--- config.mk ---
export PLATFORM = sky130hd
export DESIGN_NAME = alu_dec_pipe_flat
export DESIGN_NICKNAME = d
export VERILOG_FILES = /design/src/rtl/alu_dec_pkg.sv /design/src/rtl/alu_dec_pipe_if.sv /design/src/rtl/alu_dec_comb.sv /design/src/rtl/alu_dec_pipe.sv /design/src/flat_wrapper.sv
export SDC_FILE = /design/constraint.sdc
export NUM_CORES = 1
export LEC_CHECK = 0
export ABC_CLOCK_PERIOD_IN_PS = 1400
export CAP_MARGIN = 20
export CORE_MARGIN = 4
export CORE_UTILIZATION = 39
export CTS_BUF_LIST = sky130_fd_sc_hd__clkbuf_4 sky130_fd_sc_hd__clkbuf_8 sky130_fd_sc_hd__clkbuf_16
export DETAILED_ROUTE_END_ITERATION = 12
export PLACE_DENSITY = 0.77
export SLEW_MARGIN = 20
export SYNTH_ARGS = -nofsm -noshare
export SYNTH_HDL_FRONTEND = slang
export SYNTH_SLANG_ARGS = --single-unit
--- constraint.sdc ---
create_clock -name clk -period 1.4 [get_ports clk]
set_input_delay 0.42 -clock clk [delete_from_list [all_inputs] [get_ports clk]]
set_output_delay 0.42 -clock clk [all_outputs]
set_load 0.03 [all_outputs]
--- src/rtl/alu_dec_pkg.sv ---
// Shared constants for the RV32 ALU-control decoder: opcodes, ALU op encodings,
// mul/div op base and default mul/div occupancy.
package alu_dec_pkg;

  localparam logic [6:0] OPC_LOAD   = 7'b0000011;
  localparam logic [6:0] OPC_STORE  = 7'b0100011;
  localparam logic [6:0] OPC_JAL    = 7'b1101111;
  localparam logic [6:0] OPC_JALR   = 7'b1100111;
  localparam logic [6:0] OPC_AUIPC  = 7'b0010111;
  localparam logic [6:0] OPC_LUI    = 7'b0110111;
  localparam logic [6:0] OPC_OPIMM  = 7'b0010011;
  localparam logic [6:0] OPC_OP     = 7'b0110011;
  localparam logic [6:0] OPC_BRANCH = 7'b1100011;

  typedef enum logic [3:0] {
    ALU_SLT    = 4'b0010,
    ALU_SLTU   = 4'b0011,
    ALU_ADD    = 4'b0110,
    ALU_COPY_B = 4'b0111,
    ALU_XOR    = 4'b1000,
    ALU_OR     = 4'b1001,
    ALU_AND    = 4'b1010,
    ALU_SLL    = 4'b1011,
    ALU_SRA    = 4'b1100,
    ALU_SRL    = 4'b1101,
    ALU_SUB    = 4'b1110,
    ALU_NOP    = 4'b1111
  } alu_base_e;

  // Mul/div ops are this base OR'd with funct3 (MUL 10000 .. REMU 10111).
  localparam logic [4:0] ALU_MD_BASE    = 5'b10000;
  localparam int         MD_LAT_DEFAULT = 4;

  // Register/immediate arithmetic by funct3; sra picks SRA over SRL for 101.
  function automatic alu_base_e rtype_op(input logic [2:0] f3, input logic sra);
    case (f3)
      3'b000:  rtype_op = ALU_ADD;
      3'b001:  rtype_op = ALU_SLL;
      3'b010:  rtype_op = ALU_SLT;
      3'b011:  rtype_op = ALU_SLTU;
      3'b100:  rtype_op = ALU_XOR;
      3'b101:  rtype_op = sra ? ALU_SRA : ALU_SRL;
      3'b110:  rtype_op = ALU_OR;
      default: rtype_op = ALU_AND;
    endcase
  endfunction

endpackage

--- src/rtl/alu_dec_pipe_if.sv ---
// Decode-to-execute bundle for alu_dec_pipe: instruction fields, flush and
// both valid/ready handshakes. The design sits on the slave modport.
interface alu_dec_pipe_if #(
  parameter int ALUOP_W = 5
);
  logic               in_valid;
  logic               in_ready;
  logic [6:0]         opcode;
  logic [2:0]         funct3;
  logic               funct7b5;
  logic               funct7b0;
  logic               flush;
  logic               out_valid;
  logic               out_ready;
  logic [ALUOP_W-1:0] alu_op;
  logic [2:0]         br_cond;
  logic               is_branch;
  logic               illegal;
  logic               md_busy;

  modport master (
    output in_valid, opcode, funct3, funct7b5, funct7b0, flush, out_ready,
    input  in_ready, out_valid, alu_op, br_cond, is_branch, illegal, md_busy
  );

  modport slave (
    input  in_valid, opcode, funct3, funct7b5, funct7b0, flush, out_ready,
    output in_ready, out_valid, alu_op, br_cond, is_branch, illegal, md_busy
  );
endinterface

--- src/rtl/alu_dec_comb.sv ---
// Pure combinational RV32 ALU-control decode. Mul/div encodings are decoded
// only when ALU_DEC_MULDIV_EN is defined; otherwise they are illegal.
module alu_dec_comb
  import alu_dec_pkg::*;
#(
  parameter int ALUOP_W = 5
) (
  input  logic [6:0]         opcode,
  input  logic [2:0]         funct3,
  input  logic               funct7b5,
  input  logic               funct7b0,
  output logic [ALUOP_W-1:0] alu_op,
  output logic [2:0]         br_cond,
  output logic               is_branch,
  output logic               illegal
`ifdef ALU_DEC_MULDIV_EN
 ,output logic               is_md
`endif
);

  always_comb begin
    alu_op    = ALUOP_W'(ALU_NOP);
    br_cond   = 3'b000;
    is_branch = 1'b0;
    illegal   = 1'b0;
`ifdef ALU_DEC_MULDIV_EN
    is_md     = 1'b0;
`endif
    case (opcode)
      OPC_LOAD, OPC_STORE, OPC_JAL, OPC_JALR, OPC_AUIPC:
        alu_op = ALUOP_W'(ALU_ADD);
      OPC_LUI:
        alu_op = ALUOP_W'(ALU_COPY_B);
      // Immediate forms never subtract; funct7b5 only matters for SRAI.
      OPC_OPIMM:
        alu_op = ALUOP_W'(rtype_op(funct3, funct7b5));
      OPC_OP: begin
        if (funct7b0) begin
`ifdef ALU_DEC_MULDIV_EN
          alu_op = ALUOP_W'(ALU_MD_BASE | {2'b00, funct3});
          is_md  = 1'b1;
`else
          illegal = 1'b1;
`endif
        end else if (funct3 == 3'b000 && funct7b5) begin
          alu_op = ALUOP_W'(ALU_SUB);
        end else begin
          alu_op = ALUOP_W'(rtype_op(funct3, funct7b5));
        end
      end
      OPC_BRANCH: begin
        alu_op    = ALUOP_W'(ALU_SUB);
        is_branch = 1'b1;
        br_cond   = funct3;
        illegal   = (funct3 == 3'b010) || (funct3 == 3'b011);
      end
      default:
        illegal = 1'b1;
    endcase
  end

endmodule

--- src/rtl/alu_dec_pipe.sv ---
// Registered ALU-control decoder between decode and execute, with valid/ready
// handshake, flush, and mul/div occupancy tracking under ALU_DEC_MULDIV_EN.
module alu_dec_pipe
  import alu_dec_pkg::*;
#(
  parameter int ALUOP_W = 5,
  parameter int MD_LAT  = MD_LAT_DEFAULT
) (
  input logic           clk,
  input logic           rst,
  alu_dec_pipe_if.slave bus
);

  if (MD_LAT < 1) begin : g_chk_lat
    $error("alu_dec_pipe: MD_LAT must be at least 1");
  end
`ifdef ALU_DEC_MULDIV_EN
  if (ALUOP_W < 5) begin : g_chk_w
    $error("alu_dec_pipe: ALUOP_W must be at least 5 with mul/div");
  end
`else
  if (ALUOP_W < 4) begin : g_chk_w
    $error("alu_dec_pipe: ALUOP_W must be at least 4");
  end
`endif

  logic [ALUOP_W-1:0] dec_alu_op;
  logic [2:0]         dec_br_cond;
  logic               dec_is_branch;
  logic               dec_illegal;

  logic               out_valid_q, out_valid_d;
  logic [ALUOP_W-1:0] alu_op_q,    alu_op_d;
  logic [2:0]         br_cond_q,   br_cond_d;
  logic               is_branch_q, is_branch_d;
  logic               illegal_q,   illegal_d;

  logic               in_ready;
  logic               accept;
  logic               xfer_out;
  logic               md_busy;

`ifdef ALU_DEC_MULDIV_EN
  logic dec_is_md;
`endif

  alu_dec_comb #(
    .ALUOP_W (ALUOP_W)
  ) u_comb (
    .opcode    (bus.opcode),
    .funct3    (bus.funct3),
    .funct7b5  (bus.funct7b5),
    .funct7b0  (bus.funct7b0),
    .alu_op    (dec_alu_op),
    .br_cond   (dec_br_cond),
    .is_branch (dec_is_branch),
    .illegal   (dec_illegal)
`ifdef ALU_DEC_MULDIV_EN
   ,.is_md     (dec_is_md)
`endif
  );

  assign in_ready = !bus.flush && !md_busy && (!out_valid_q || bus.out_ready);
  assign accept   = bus.in_valid && in_ready;
  assign xfer_out = out_valid_q && bus.out_ready;

  always_comb begin
    out_valid_d = out_valid_q;
    alu_op_d    = alu_op_q;
    br_cond_d   = br_cond_q;
    is_branch_d = is_branch_q;
    illegal_d   = illegal_q;
    if (bus.flush)    out_valid_d = 1'b0;
    else if (accept)  out_valid_d = 1'b1;
    else if (xfer_out) out_valid_d = 1'b0;
    if (accept) begin
      alu_op_d    = dec_alu_op;
      br_cond_d   = dec_br_cond;
      is_branch_d = dec_is_branch;
      illegal_d   = dec_illegal;
    end
  end

  // Output register: fields only reload on accept so they hold under stall.
  always_ff @(posedge clk) begin
    if (rst) begin
      out_valid_q <= 1'b0;
      alu_op_q    <= ALUOP_W'(ALU_NOP);
      br_cond_q   <= 3'b000;
      is_branch_q <= 1'b0;
      illegal_q   <= 1'b0;
    end else begin
      out_valid_q <= out_valid_d;
      alu_op_q    <= alu_op_d;
      br_cond_q   <= br_cond_d;
      is_branch_q <= is_branch_d;
      illegal_q   <= illegal_d;
    end
  end

`ifdef ALU_DEC_MULDIV_EN
  localparam int CNT_W = $clog2(MD_LAT + 1);

  logic             md_q,     md_d;
  logic [CNT_W-1:0] md_cnt_q, md_cnt_d;

  // Counter starts when a mul/div op leaves for execute; MD_LAT=1 loads zero.
  always_comb begin
    md_d     = accept ? dec_is_md : md_q;
    md_cnt_d = md_cnt_q;
    if (bus.flush)               md_cnt_d = '0;
    else if (xfer_out && md_q)   md_cnt_d = CNT_W'(MD_LAT - 1);
    else if (md_cnt_q != '0)     md_cnt_d = md_cnt_q - CNT_W'(1);
  end

  always_ff @(posedge clk) begin
    if (rst) begin
      md_q     <= 1'b0;
      md_cnt_q <= '0;
    end else begin
      md_q     <= md_d;
      md_cnt_q <= md_cnt_d;
    end
  end

  assign md_busy = (md_cnt_q != '0);
`else
  assign md_busy = 1'b0;
`endif

  assign bus.in_ready  = in_ready;
  assign bus.out_valid = out_valid_q;
  assign bus.alu_op    = alu_op_q;
  assign bus.br_cond   = br_cond_q;
  assign bus.is_branch = is_branch_q;
  assign bus.illegal   = illegal_q;
  assign bus.md_busy   = md_busy;

endmodule

--- src/flat_wrapper.sv ---
// flat-port wrapper written by rule: the top's interface ports become plain ports
module alu_dec_pipe_flat import alu_dec_pkg::*;
#(
  parameter int ALUOP_W = 5,
  parameter int MD_LAT  = MD_LAT_DEFAULT
)
  (clk, rst, bus_in_valid, bus_opcode, bus_funct3, bus_funct7b5, bus_funct7b0, bus_flush, bus_out_ready, bus_in_ready, bus_out_valid, bus_alu_op, bus_br_cond, bus_is_branch, bus_illegal, bus_md_busy);
  alu_dec_pipe_if #(.ALUOP_W(ALUOP_W)) bus_i ();
  input logic clk;
  input logic rst;
  input wire logic [$bits(bus_i.in_valid)-1:0] bus_in_valid;
  input wire logic [$bits(bus_i.opcode)-1:0] bus_opcode;
  input wire logic [$bits(bus_i.funct3)-1:0] bus_funct3;
  input wire logic [$bits(bus_i.funct7b5)-1:0] bus_funct7b5;
  input wire logic [$bits(bus_i.funct7b0)-1:0] bus_funct7b0;
  input wire logic [$bits(bus_i.flush)-1:0] bus_flush;
  input wire logic [$bits(bus_i.out_ready)-1:0] bus_out_ready;
  output wire logic [$bits(bus_i.in_ready)-1:0] bus_in_ready;
  output wire logic [$bits(bus_i.out_valid)-1:0] bus_out_valid;
  output wire logic [$bits(bus_i.alu_op)-1:0] bus_alu_op;
  output wire logic [$bits(bus_i.br_cond)-1:0] bus_br_cond;
  output wire logic [$bits(bus_i.is_branch)-1:0] bus_is_branch;
  output wire logic [$bits(bus_i.illegal)-1:0] bus_illegal;
  output wire logic [$bits(bus_i.md_busy)-1:0] bus_md_busy;
  assign bus_i.in_valid = bus_in_valid;
  assign bus_i.opcode = bus_opcode;
  assign bus_i.funct3 = bus_funct3;
  assign bus_i.funct7b5 = bus_funct7b5;
  assign bus_i.funct7b0 = bus_funct7b0;
  assign bus_i.flush = bus_flush;
  assign bus_i.out_ready = bus_out_ready;
  assign bus_in_ready = bus_i.in_ready;
  assign bus_out_valid = bus_i.out_valid;
  assign bus_alu_op = bus_i.alu_op;
  assign bus_br_cond = bus_i.br_cond;
  assign bus_is_branch = bus_i.is_branch;
  assign bus_illegal = bus_i.illegal;
  assign bus_md_busy = bus_i.md_busy;
  alu_dec_pipe #(.ALUOP_W(ALUOP_W), .MD_LAT(MD_LAT)) u_core (.clk(clk), .rst(rst), .bus(bus_i));
endmodule
After elaboration in Yosys (flattened, before gate mapping)
Cells that the tools add are included.
{"block": "classes", "add_sub_neg": 0, "mul": 0, "n_div": 0, "order_cmp": 0, "n_eq_ne": 15, "shift": 0, "muxes": 11, "n_bitwise": 0, "reduce_logical": 13}
{"cell": "$pmux W4 S7", "n": 1}
{"cell": "$eq A7 B6 Y1 const B", "n": 3}
{"cell": "$eq A7 B7 Y1 const B", "n": 3}
{"cell": "$pmux W4 S5", "n": 1}
{"cell": "$eq A7 B5 Y1 const B", "n": 2}
{"cell": "$eq A3 B3 Y1 const B", "n": 3}
{"cell": "$mux W4", "n": 2}
{"cell": "$eq A7 B2 Y1 const B", "n": 1}
{"cell": "$reduce_or A7 Y1", "n": 1}
{"cell": "$eq A3 B2 Y1 const B", "n": 2}
{"cell": "$mux W1", "n": 5}
{"cell": "$reduce_or A5 Y1", "n": 1}
{"cell": "$logic_and A1 B1 Y1", "n": 4}
{"cell": "$eq A3 B1 Y1 const B", "n": 1}
{"cell": "$logic_not A3 Y1", "n": 1}
{"cell": "$mux W3", "n": 1}
{"cell": "$pmux W1 S3", "n": 1}
{"cell": "$logic_not A1 Y1", "n": 2}
{"cell": "$logic_or A1 B1 Y1", "n": 2}
{"cell": "$reduce_bool A2 Y1", "n": 1}
{"cell": "$reduce_or A2 Y1", "n": 1}
{"block": "word_totals", "register_bits": 11, "latch_bits": 0, "ramBits": 0, "romBits": 0, "wordCells": 44, "memories": 0}

Longest topological paths before layout
Gate-level depths: netlist of the first run.
{"block": "logic_depth", "depth_word": 5, "mapped_depth": 5, "depth_no_buf": 4}

Cells and area by module
From an unflattened synthesis of the first run, not the netlist that was laid out.
{"block": "hier_totals", "cells_unflattened": 87, "area_unflattened_um2": 721.9}
{"mod": "alu_dec_pipe", "instances": 1, "cells_per_inst": 51, "area_each_um2": 494.2, "seq_area_each_um2": 220.2}
{"mod": "alu_dec_comb", "instances": 1, "cells_per_inst": 36, "area_each_um2": 227.7, "seq_area_each_um2": 0.0}

Worst setup path after synthesis of the first run
OpenSTA, ideal clock, no wires.
{"block": "synth_path", "path_kind": "register to output", "from": "register u_core.out_valid_q (netlist: u_core.bus.out_valid)", "to": "output bus_in_ready", "t_arrival_ns": 0.982, "slack_ns": -0.002, "path_stages_with_launch": 3, "cell_sequence": "dfxtp_1 nor2b_1 nor2_1"}
{"block": "synth_between", "elab_chain_cells": 3}
{"item": "from (decl)", "line_no": "alu_dec_pipe.sv:32", "source": "logic out_valid_q, out_valid_d;"}
{"item": "from (signal assigned)", "line_no": "alu_dec_pipe.sv:93", "source": "out_valid_q <= out_valid_d;"}
{"item": "$logic_not A1 Y1", "line_no": "alu_dec_pipe.sv:63", "source": "assign in_ready = !bus.flush && !md_busy && (!out_valid_q || bus.out_ready);"}
{"item": "$logic_or A1 B1 Y1", "line_no": "alu_dec_pipe.sv:63"}
{"item": "$logic_and A1 B1 Y1", "line_no": "alu_dec_pipe.sv:63"}
{"item": "to (decl)", "line_no": "flat_wrapper.sv:18", "source": "output wire logic [$bits(bus_i.in_ready)-1:0] bus_in_ready;"}
No other way between the ends.

Worst setup path in the final report of the first run
{"block": "layout_path", "from": "input bus_flush", "to": "output bus_in_ready"}
{"block": "layout_between", "elab_chain_cells": 2}
{"item": "from (decl)", "line_no": "flat_wrapper.sv:16", "source": "input wire logic [$bits(bus_i.flush)-1:0] bus_flush;"}
{"item": "$logic_not A1 Y1", "line_no": "alu_dec_pipe.sv:63"}
{"item": "$logic_and A1 B1 Y1", "line_no": "alu_dec_pipe.sv:63"}
No other way between the ends.

==> results of run 1 <==
## where the power goes
part / internal [W] / switching (W)
clock network: 0.000158 / 0.000104
registers: 0.000289 / 0.00000272
logic: 0.0000992 / 0.0000993
total: 0.000546 / 0.000206
## layer usage
layer / global-route usage / vias up / part of all wire
met5: 0 / - / 0
met4: 0.113 / 0 / 0.027
met3: 0.0590 / 6 / 0.052
met2: 0.367 / 18 / 0.53
met1: 0.220 / 347 / 0.39
li1: - / 380 / -
## worst max path at each step
stage                         start                    to  slack, ns  cells past startpoint
2_1_floorplan         bus_opcode[0]  u_core.bus.alu_op[0]       0.08                      4
3_3_place_gp          bus_opcode[0]  u_core.bus.alu_op[3]      -0.43                      5
3_5_place_dp          bus_opcode[0]  u_core.bus.alu_op[0]      -0.50                      5
4_1_cts        u_core.bus.out_valid          bus_in_ready      -0.01                      3
5_1_grt        u_core.bus.out_valid          bus_in_ready      -0.02                      3
6_report                  bus_flush          bus_in_ready       0.02                      3
## layout by cell type, fill, tap and decap left out, types with 2 or more instances in the layout
cell	instances
buf_4	28
dlygate4sd2_1	9
dfxtp_1	9
nor2_1	5
nand2_1	5
nor3_1	4
nand3_1	4
a21oi_1	4
nand2_2	3
nand4_1	3
clkbuf_4	3
dlymetal6s2s_1	3
clkdlybuf4s50_1	3
inv_1	2
o21a_1	2
o21ai_1	2
and2b_2	2
a41oi_2	2
conb_1	2
## synthesized netlist by cell type
| cell type | number |
|---|---|
| a21oi_1 | 4 |
| o21bai_1 | 1 |
| and3_1 | 1 |
| a22o_1 | 1 |
| nor2b_1 | 2 |
| o21ai_0 | 3 |
| or4_4 | 1 |
| xor2_1 | 1 |
| and2b_2 | 1 |
| o21a_1 | 2 |
| a31oi_1 | 1 |
| nor2_1 | 6 |
| nand2_2 | 2 |
| nor3b_1 | 1 |
| dfxtp_1 | 10 |
| nand2b_1 | 1 |
| inv_1 | 3 |
| nand3_1 | 4 |
| o31ai_2 | 1 |
| nand3b_1 | 1 |
| nand2_1 | 6 |
| and4_1 | 1 |
| nand4_1 | 3 |
| and2_4 | 1 |
| and4bb_1 | 1 |
| buf_4 | 3 |
| nor4b_1 | 1 |
| a311oi_2 | 1 |
| a32o_1 | 1 |
| buf_2 | 1 |
| o2111ai_1 | 1 |
| a41oi_1 | 2 |
| and2b_1 | 2 |
| o21ai_1 | 1 |
| nor3_1 | 5 |
| conb_1 | 1 |
## state kept, by name, indices dropped and copies added (netlist names)
| name | cells |
|---|---|
| u_core.bus.illegal | 1 |
| u_core.bus.is_branch | 1 |
| u_core.bus.br_cond | 3 |
| u_core.bus.out_valid | 1 |
| u_core.bus.alu_op | 4 |
## cells by family (layout without fill, tap and decap cells)
group           count (synthesis)  after routing
flops                          10             10
xor+xnor                        1              1
simple gates                   40             40
other cells                     1              2
buf+inv                         7             52
compound gates                 19             19
## worst max-delay path: stages
cell and delay (ns):
dlygate4sd2_1 0.27, nor2_2 0.14, buf_6 0.14
## what timing repair did
item,CTS,global route
resized for setup,23,8
pin swaps,3,6
setup buffers,0,0
endpoints found under the setup margin,9,6
## cell type report
| cell class | instances | area (sq um) | share of cell area |
|---|---|---|---|
| timing repair buffer | 45 | 378 | 0.343 |
| clock buffer | 4 | 36.3 | 0.0329 |
| multi-input combinational | 62 | 455 | 0.413 |
| inverter | 3 | 11.3 | 0.0102 |
| tap | 16 | 20.0 | 0.0182 |
| sequential | 10 | 201 | 0.183 |
## per-stage QoR
step | std cells | hold WS, ns
2_1_floorplan | 79 | 0.499
3_3_place_gp | 136 | 0.441
3_5_place_dp | 136 | 0.444
4_1_cts | 140 | 0.459
5_1_grt | 140 | 0.480
6_report | 140 | 0.454
==> flow_summary.yaml, run 1 <==
power_and_ir_drop:
  peakVddDrop_uv: 431
  power.leakage_nw: 0.499
  finalPower_w: 0.000752
  power_density_nw_per_um2: 682
route:
  vias: 751
  routed_wl_um: 2010
  first_iter_violations: 5
  ant_nets: 0
  dr.pass1.iters: 3
  routed_via_density: 5.36
  avgRoutedWirePerCell_um: 14.3
  post-route-drc-count: 0
timing:
  fin_crit_sh: 0.989
  finalSetupViolCount: 0
  fmax_mhz: 723
  period_needed_ns: 1.38
  grt_setup_unrepaired: "yes"
  finalSetupTns_ns: 0
  finalHoldViolCount: 0
  setup_ws_ns: 0.0159
  fin_skew_ns: 0.00303
  maxSlewViolCount: 0
clocking:
  htree_levels: 1
  cts_tree: "yes"
  clk_pin_slew_ns: 0.06
  clock_latency_ns: 0.27
  clockBufferDepth: 2
  cts_sinks: 10
  cts_buffers: 3
  ctsHoldBuffers: 0
  cts_root_buffer: "clkbuf_4"
setup_path:
  r2r-start: "u_core.bus.out_valid"
  endpoint_kind: "output pin"
  startpoint_type: "input port"
  cp.required_ns: 0.98
  reg2reg_to: "u_core.bus.alu_op[0]"
  critical_path_class: "in -> out"
  worst-r2r-cell-count: 5
  path_max_fanout: 3
  rrSetupSlack_ns: 0.21
  worstPathArrival_ns: 0.96
yosys:
  synth_top_family_by_area: "simple AND/OR/NAND/NOR gates"
  synth.area.top_cells: "dfxtp_1, nor3_1, buf_4"
  netlist_area_sq_um: 628
  yosysSeqAreaShare: 0.319
  synth_largest_area_cell: "dfxtp_1"
  synthCells: 78
  synthSimpleGateAreaFrac: 0.375
  synth_xor_area_frac: 0.0139
  post_synth_num_cell_types: 36
  ys_ff_latch: 10
  synthAdderAreaFrac: 0
  ys_warn_count: 0
  syn_avg_cell_area_sq_um: 8.05
  yosysTopAreaCellShare: 0.319
  synth_compound_area_frac: 0.225
  synthMuxAreaShare: 0
worst_hold_path:
  min_from: "u_core.bus.br_cond[2]"
  hold_path.class: "reg -> reg"
  min_to: "u_core.bus.br_cond[2]"
  hold_depth: 2
global_route:
  grt_max_degree: 9
  antenna_found_initial: 0
  grt.overflow.total: 0
  grt_pass1_wl_um: 3220
  grt_pass1_vias: 779
  grt.total_usage: 0.207
placed_design:
  dpl_worst_slack_ns: -0.503
  place.gp.congestion: 0.771
  dp_hpwl_um: 1510
  placed_area_sq_um: 1000
  numPortBuffers: 27
final_layout:
  drive_gt1_frac: 0.419
  n_antenna_cell: 0
  design_area_sq_um: 1100
  fillerInstances: 127
  fin_nets: 142
  area_growth_pct: 75.5
  fin_util: 0.732
floorplan:
  io_pins: 30
  dieArea_sq_um: 2320
  start_util: 0.417
  die_h_um: 48.1
  core_area_sq_um: 1510
  rows: 14
  fp.dieW_um: 48.1
job:
  max-cap-violations: 0
run_status:
  outcome: "finished clean"
No activity file was read; power rests on OpenSTA's default activity.
==> run 2: changes to the inputs <==
ABC_CLOCK_PERIOD_IN_PS = 1150   (was 1400)
CORE_UTILIZATION = 35   (was 39)
PLACE_DENSITY = 0.73   (was 0.77)
clock period = 1.15 ns   (was 1.4 ns; I/O delays follow)
==> flow_summary.yaml, run 2 (synthesis gave the netlist of run 1 again) <==
timing:
  finalHoldViolCount: 0
  holdWs_ns: 0.453
  fin_crit_sh: 1.20
  grt_setup_unrepaired: "yes"
  maxSlewViolCount: 0
  fmax_mhz: 725
  finalSetupViolCount: 7
  period_needed_ns: 1.38
  setup_ws_ns: -0.229
  fin_skew_ns: 0.00487
final_layout:
  fin_nets: 147
  largest_reg_flops: 4
  final_common_cell: "buf_4"
  fin_util: 0.708
  area_growth_pct: 92.4
  n_antenna_cell: 0
  drive_gt1_frac: 0.496
  mostFrequentLayoutCells: "buf_4, dlygate4sd2_1, buf_6, dfxtp_1, nand2_1"
setup_path:
  startpoint_type: "flop"
  worstPathArrival_ns: 1.03
  critical_path_class: "reg -> out"
  endpoint_kind: "output pin"
  worst-r2r-cell-count: 5
  cp.required_ns: 0.81
  path_max_fanout: 2
power_and_ir_drop:
  peakVddDrop_uv: 584
  internal_power_w: 0.000677
  clkPwrFrac: 0.343
  netSwitchingPower_w: 0.000270
  finalPower_w: 0.000947
  power.leakage_nw: 0.517
  seqPwrFrac: 0.375
  swShare: 0.285
  combinationalPowerShare: 0.282
  power_density_nw_per_um2: 783
placed_design:
  dp_hpwl_um: 1560
  place.gp.congestion: 0.868
  dpl_worst_slack_ns: -0.705
  numPortBuffers: 27
route:
  post-route-drc-count: 0
  first_iter_violations: 4
  dr.pass1.iters: 4
  ant_nets: 0
  vias: 783
  avgRoutedWirePerCell_um: 13.7
  routed_wl_um: 2110
  routed_via_density: 5.08
run_status:
  outcome: "complete, but fails checks"
  violations: "negative setup slack"
clocking:
  clockBufferDepth: 2
  cts_tree: "yes"
  clock_latency_ns: 0.27
  cts_buffers: 3
  cts_sinks: 10
  cts_root_buffer: "clkbuf_4"
  clk_pin_slew_ns: 0.07
  htree_levels: 1
floorplan:
  rows: 15
  dieArea_sq_um: 2540
  fp.dieW_um: 50.4
  core_area_sq_um: 1710
  die_h_um: 50.4
  start_util: 0.368
  io_pins: 30
worst_hold_path:
  hold_path.class: "reg -> reg"
  hold_depth: 2
global_route:
  grt.total_usage: 0.186
  grt.overflow.total: 0
  grt_max_degree: 9
  antenna_found_initial: 0
  grt_pass1_wl_um: 3600
  grt_pass1_vias: 792
job:
  max-cap-violations: 0
run 2: metal layers:
metal  routed length [um]  up-vias  GRT usage
met5                    0        -          0
met4                   27        0     0.0493
met3                   80        4     0.0504
met2                 1140       19      0.335
met1                  854      375      0.214
li1                     -      385          -
run 2: area by class of cell:
cell class                 count  area [sq um]
multi-input combinational     62           499
tap                           25          31.3
sequential                    10           204
clock buffer                   4          36.3
timing repair buffer          50           427
fill                         142           499
inverter                       3          11.3
run 2: path summary, 6_finish.rpt:
check / start / slack [ns] / to
max: u_core.bus.out_valid / -0.23 / bus_in_ready
min: u_core.bus.br_cond[2] / 0.45 / u_core.bus.br_cond[2]
max reg2reg: u_core.bus.out_valid / -0.04 / u_core.bus.alu_op[3]
min reg2reg: u_core.bus.br_cond[2] / 0.45 / u_core.bus.br_cond[2]
run 2: critical path: stages (launching register included):
cell	delay, ns
dfxtp_2	0.33
buf_6	0.11
nor2b_4	0.12
nor2_4	0.07
buf_6	0.13
run 2: per-stage QoR:
stage               cells  area (sq um)  setup TNS, ns
floorplan              79           658         -0.185
global placement      146          1050          -5.77
detailed placement    146          1050          -6.04
CTS                   154          1190         -0.780
global route          154          1210          -1.20
finish                154          1210         -0.868
run 2: power groups by stage:
stage	logic, W	registers, W	clock network, W
after floorplan	0.0000943	0.000373	0
after global placement	0.000240	0.000362	0
after detailed placement	0.000244	0.000362	0
after CTS	0.000262	0.000354	0.000331
after global routing	0.000287	0.000356	0.000348
final	0.000267	0.000355	0.000325
run 2: what timing repair did:
| action | 4_1_cts | 5_1_grt |
|---|---|---|
| gates resized for setup | 48 | 6 |
| hold buffers | 0 | 0 |
| cloned | 0 | 0 |
| setup endpoints to repair | 11 | 15 |
| pin swaps | 9 | 0 |
| setup buffers | 4 | 0 |
==> run 3: changes to the inputs <==
RECOVER_POWER = 100   (was default)
==> flow_summary.yaml, run 3 (synthesis gave the netlist of run 1 again) <==
run_status:
  outcome: "complete, but fails checks"
  violations: "negative setup slack"
clocking:
  ctsHoldBuffers: 0
  cts_tree: "yes"
  cts_sinks: 10
  clockBufferDepth: 2
  clock_latency_ns: 0.27
  clk_pin_slew_ns: 0.07
  htree_levels: 1
  cts_root_buffer: "clkbuf_4"
  cts_buffers: 3
timing:
  maxSlewViolCount: 0
  fin_skew_ns: 0.00487
  period_needed_ns: 1.38
  setup_ws_ns: -0.229
  fmax_mhz: 725
  finalSetupViolCount: 7
  finalHoldViolCount: 0
  fin_crit_sh: 1.20
  grt_setup_unrepaired: "yes"
setup_path:
  rrSetupSlack_ns: -0.04
  cp.required_ns: 0.81
  worst-r2r-cell-count: 5
  crit_path_end: "bus_in_ready"
  r2r-start: "u_core.bus.out_valid"
  endpoint_kind: "output pin"
  startpoint_type: "flop"
  critPathLaunch: "u_core.bus.out_valid"
  worstPathArrival_ns: 1.03
  path_max_fanout: 2
  reg2reg_to: "u_core.bus.alu_op[3]"
  critical_path_class: "reg -> out"
global_route:
  grt_pass1_vias: 792
  grt.total_usage: 0.186
  grt_max_degree: 9
  grt.overflow.total: 0
  grt_pass1_wl_um: 3600
  antenna_found_initial: 0
route:
  dr.pass1.iters: 4
  routed_via_density: 5.08
  routed_wl_um: 2110
  first_iter_violations: 4
  ant_nets: 0
  post-route-drc-count: 0
  avgRoutedWirePerCell_um: 13.7
  vias: 783
floorplan:
  rows: 15
  core_area_sq_um: 1710
  start_util: 0.368
  die_h_um: 50.4
  io_pins: 30
  fp.dieW_um: 50.4
  dieArea_sq_um: 2540
final_layout:
  fin_nets: 147
  fin_util: 0.705
  largest_reg_flops: 4
  n_antenna_cell: 0
  final_common_cell: "buf_4"
  drive_gt1_frac: 0.488
  stdcell_count: 154
  area_growth_pct: 91.6
  mostFrequentLayoutCells: "buf_4, dlygate4sd2_1, dfxtp_1, buf_6, nand2_1"
placed_design:
  dp.cells: 146
  dpl_worst_slack_ns: -0.705
  place.gp.congestion: 0.868
  numPortBuffers: 27
  dp_hpwl_um: 1560
power_and_ir_drop:
  power_density_nw_per_um2: 786
  power.leakage_nw: 0.516
  peakVddDrop_uv: 584
job:
  max-cap-violations: 0
worst_hold_path:
  hold_path.class: "reg -> reg"
[run 3: what timing repair did]
| action | 4_1_cts | 5_1_grt |
|---|---|---|
| pin swaps | 9 | 0 |
| setup buffers | 4 | 0 |
| setup endpoints to repair | 11 | 15 |
| resized for setup | 48 | 6 |
[run 3: how the worst min path moves through the flow]
stage                                      from                     to  slack [ns]  cells after the start
final                     u_core.bus.br_cond[2]  u_core.bus.br_cond[2]        0.45                      2
after global routing      u_core.bus.br_cond[0]  u_core.bus.br_cond[0]        0.48                      2
after CTS                 u_core.bus.br_cond[2]  u_core.bus.br_cond[2]        0.45                      2
after detailed placement  u_core.bus.br_cond[2]  u_core.bus.br_cond[2]        0.44                      2
after global placement    u_core.bus.br_cond[0]  u_core.bus.br_cond[0]        0.44                      2
after floorplan                       bus_flush   u_core.bus.out_valid        0.42                      1
[run 3: per-layer routing]
| metal | global-route usage | part of all wire |
|---|---|---|
| met1 | 0.214 | 0.41 |
| met5 | 0 | 0 |
| met2 | 0.335 | 0.54 |
| met4 | 0.0493 | 0.013 |
| met3 | 0.0504 | 0.038 |
[run 3: where the power goes]
part	switching, W	total, W	internal [W]
logic	0.000134	0.000266	0.000133
registers	0.00000318	0.000355	0.000352
clock network	0.000133	0.000325	0.000192
total	0.000270	0.000946	0.000677
[run 3: layout make-up]
| type | instances | area (sq um) |
|---|---|---|
| Fill cell | 145 | 504 |
| Multi-Input combinational cell | 62 | 499 |
| Timing Repair Buffer | 50 | 423 |
| Sequential cell | 10 | 203 |
| Clock buffer | 4 | 36.3 |
| Tap cell | 25 | 31.3 |
| Inverter | 3 | 11.3 |
[run 3: metrics by stage]
step	area [sq um]	hold WS, ns	setup TNS [ns]	power [W]
2_1_floorplan	658	0.417	-0.185	0.000467
4_1_cts	1190	0.454	-0.780	0.000948
3_3_place_gp	1050	0.440	-5.77	0.000602
3_5_place_dp	1050	0.443	-6.04	0.000606
5_1_grt	1200	0.476	-1.20	0.000990
6_report	1200	0.453	-0.866	0.000946
[run 3: critical path: stages (launching register included)]
cell	delay, ns
dfxtp_2	0.33
buf_6	0.11
nor2b_4	0.12
nor2_4	0.07
buf_6	0.13
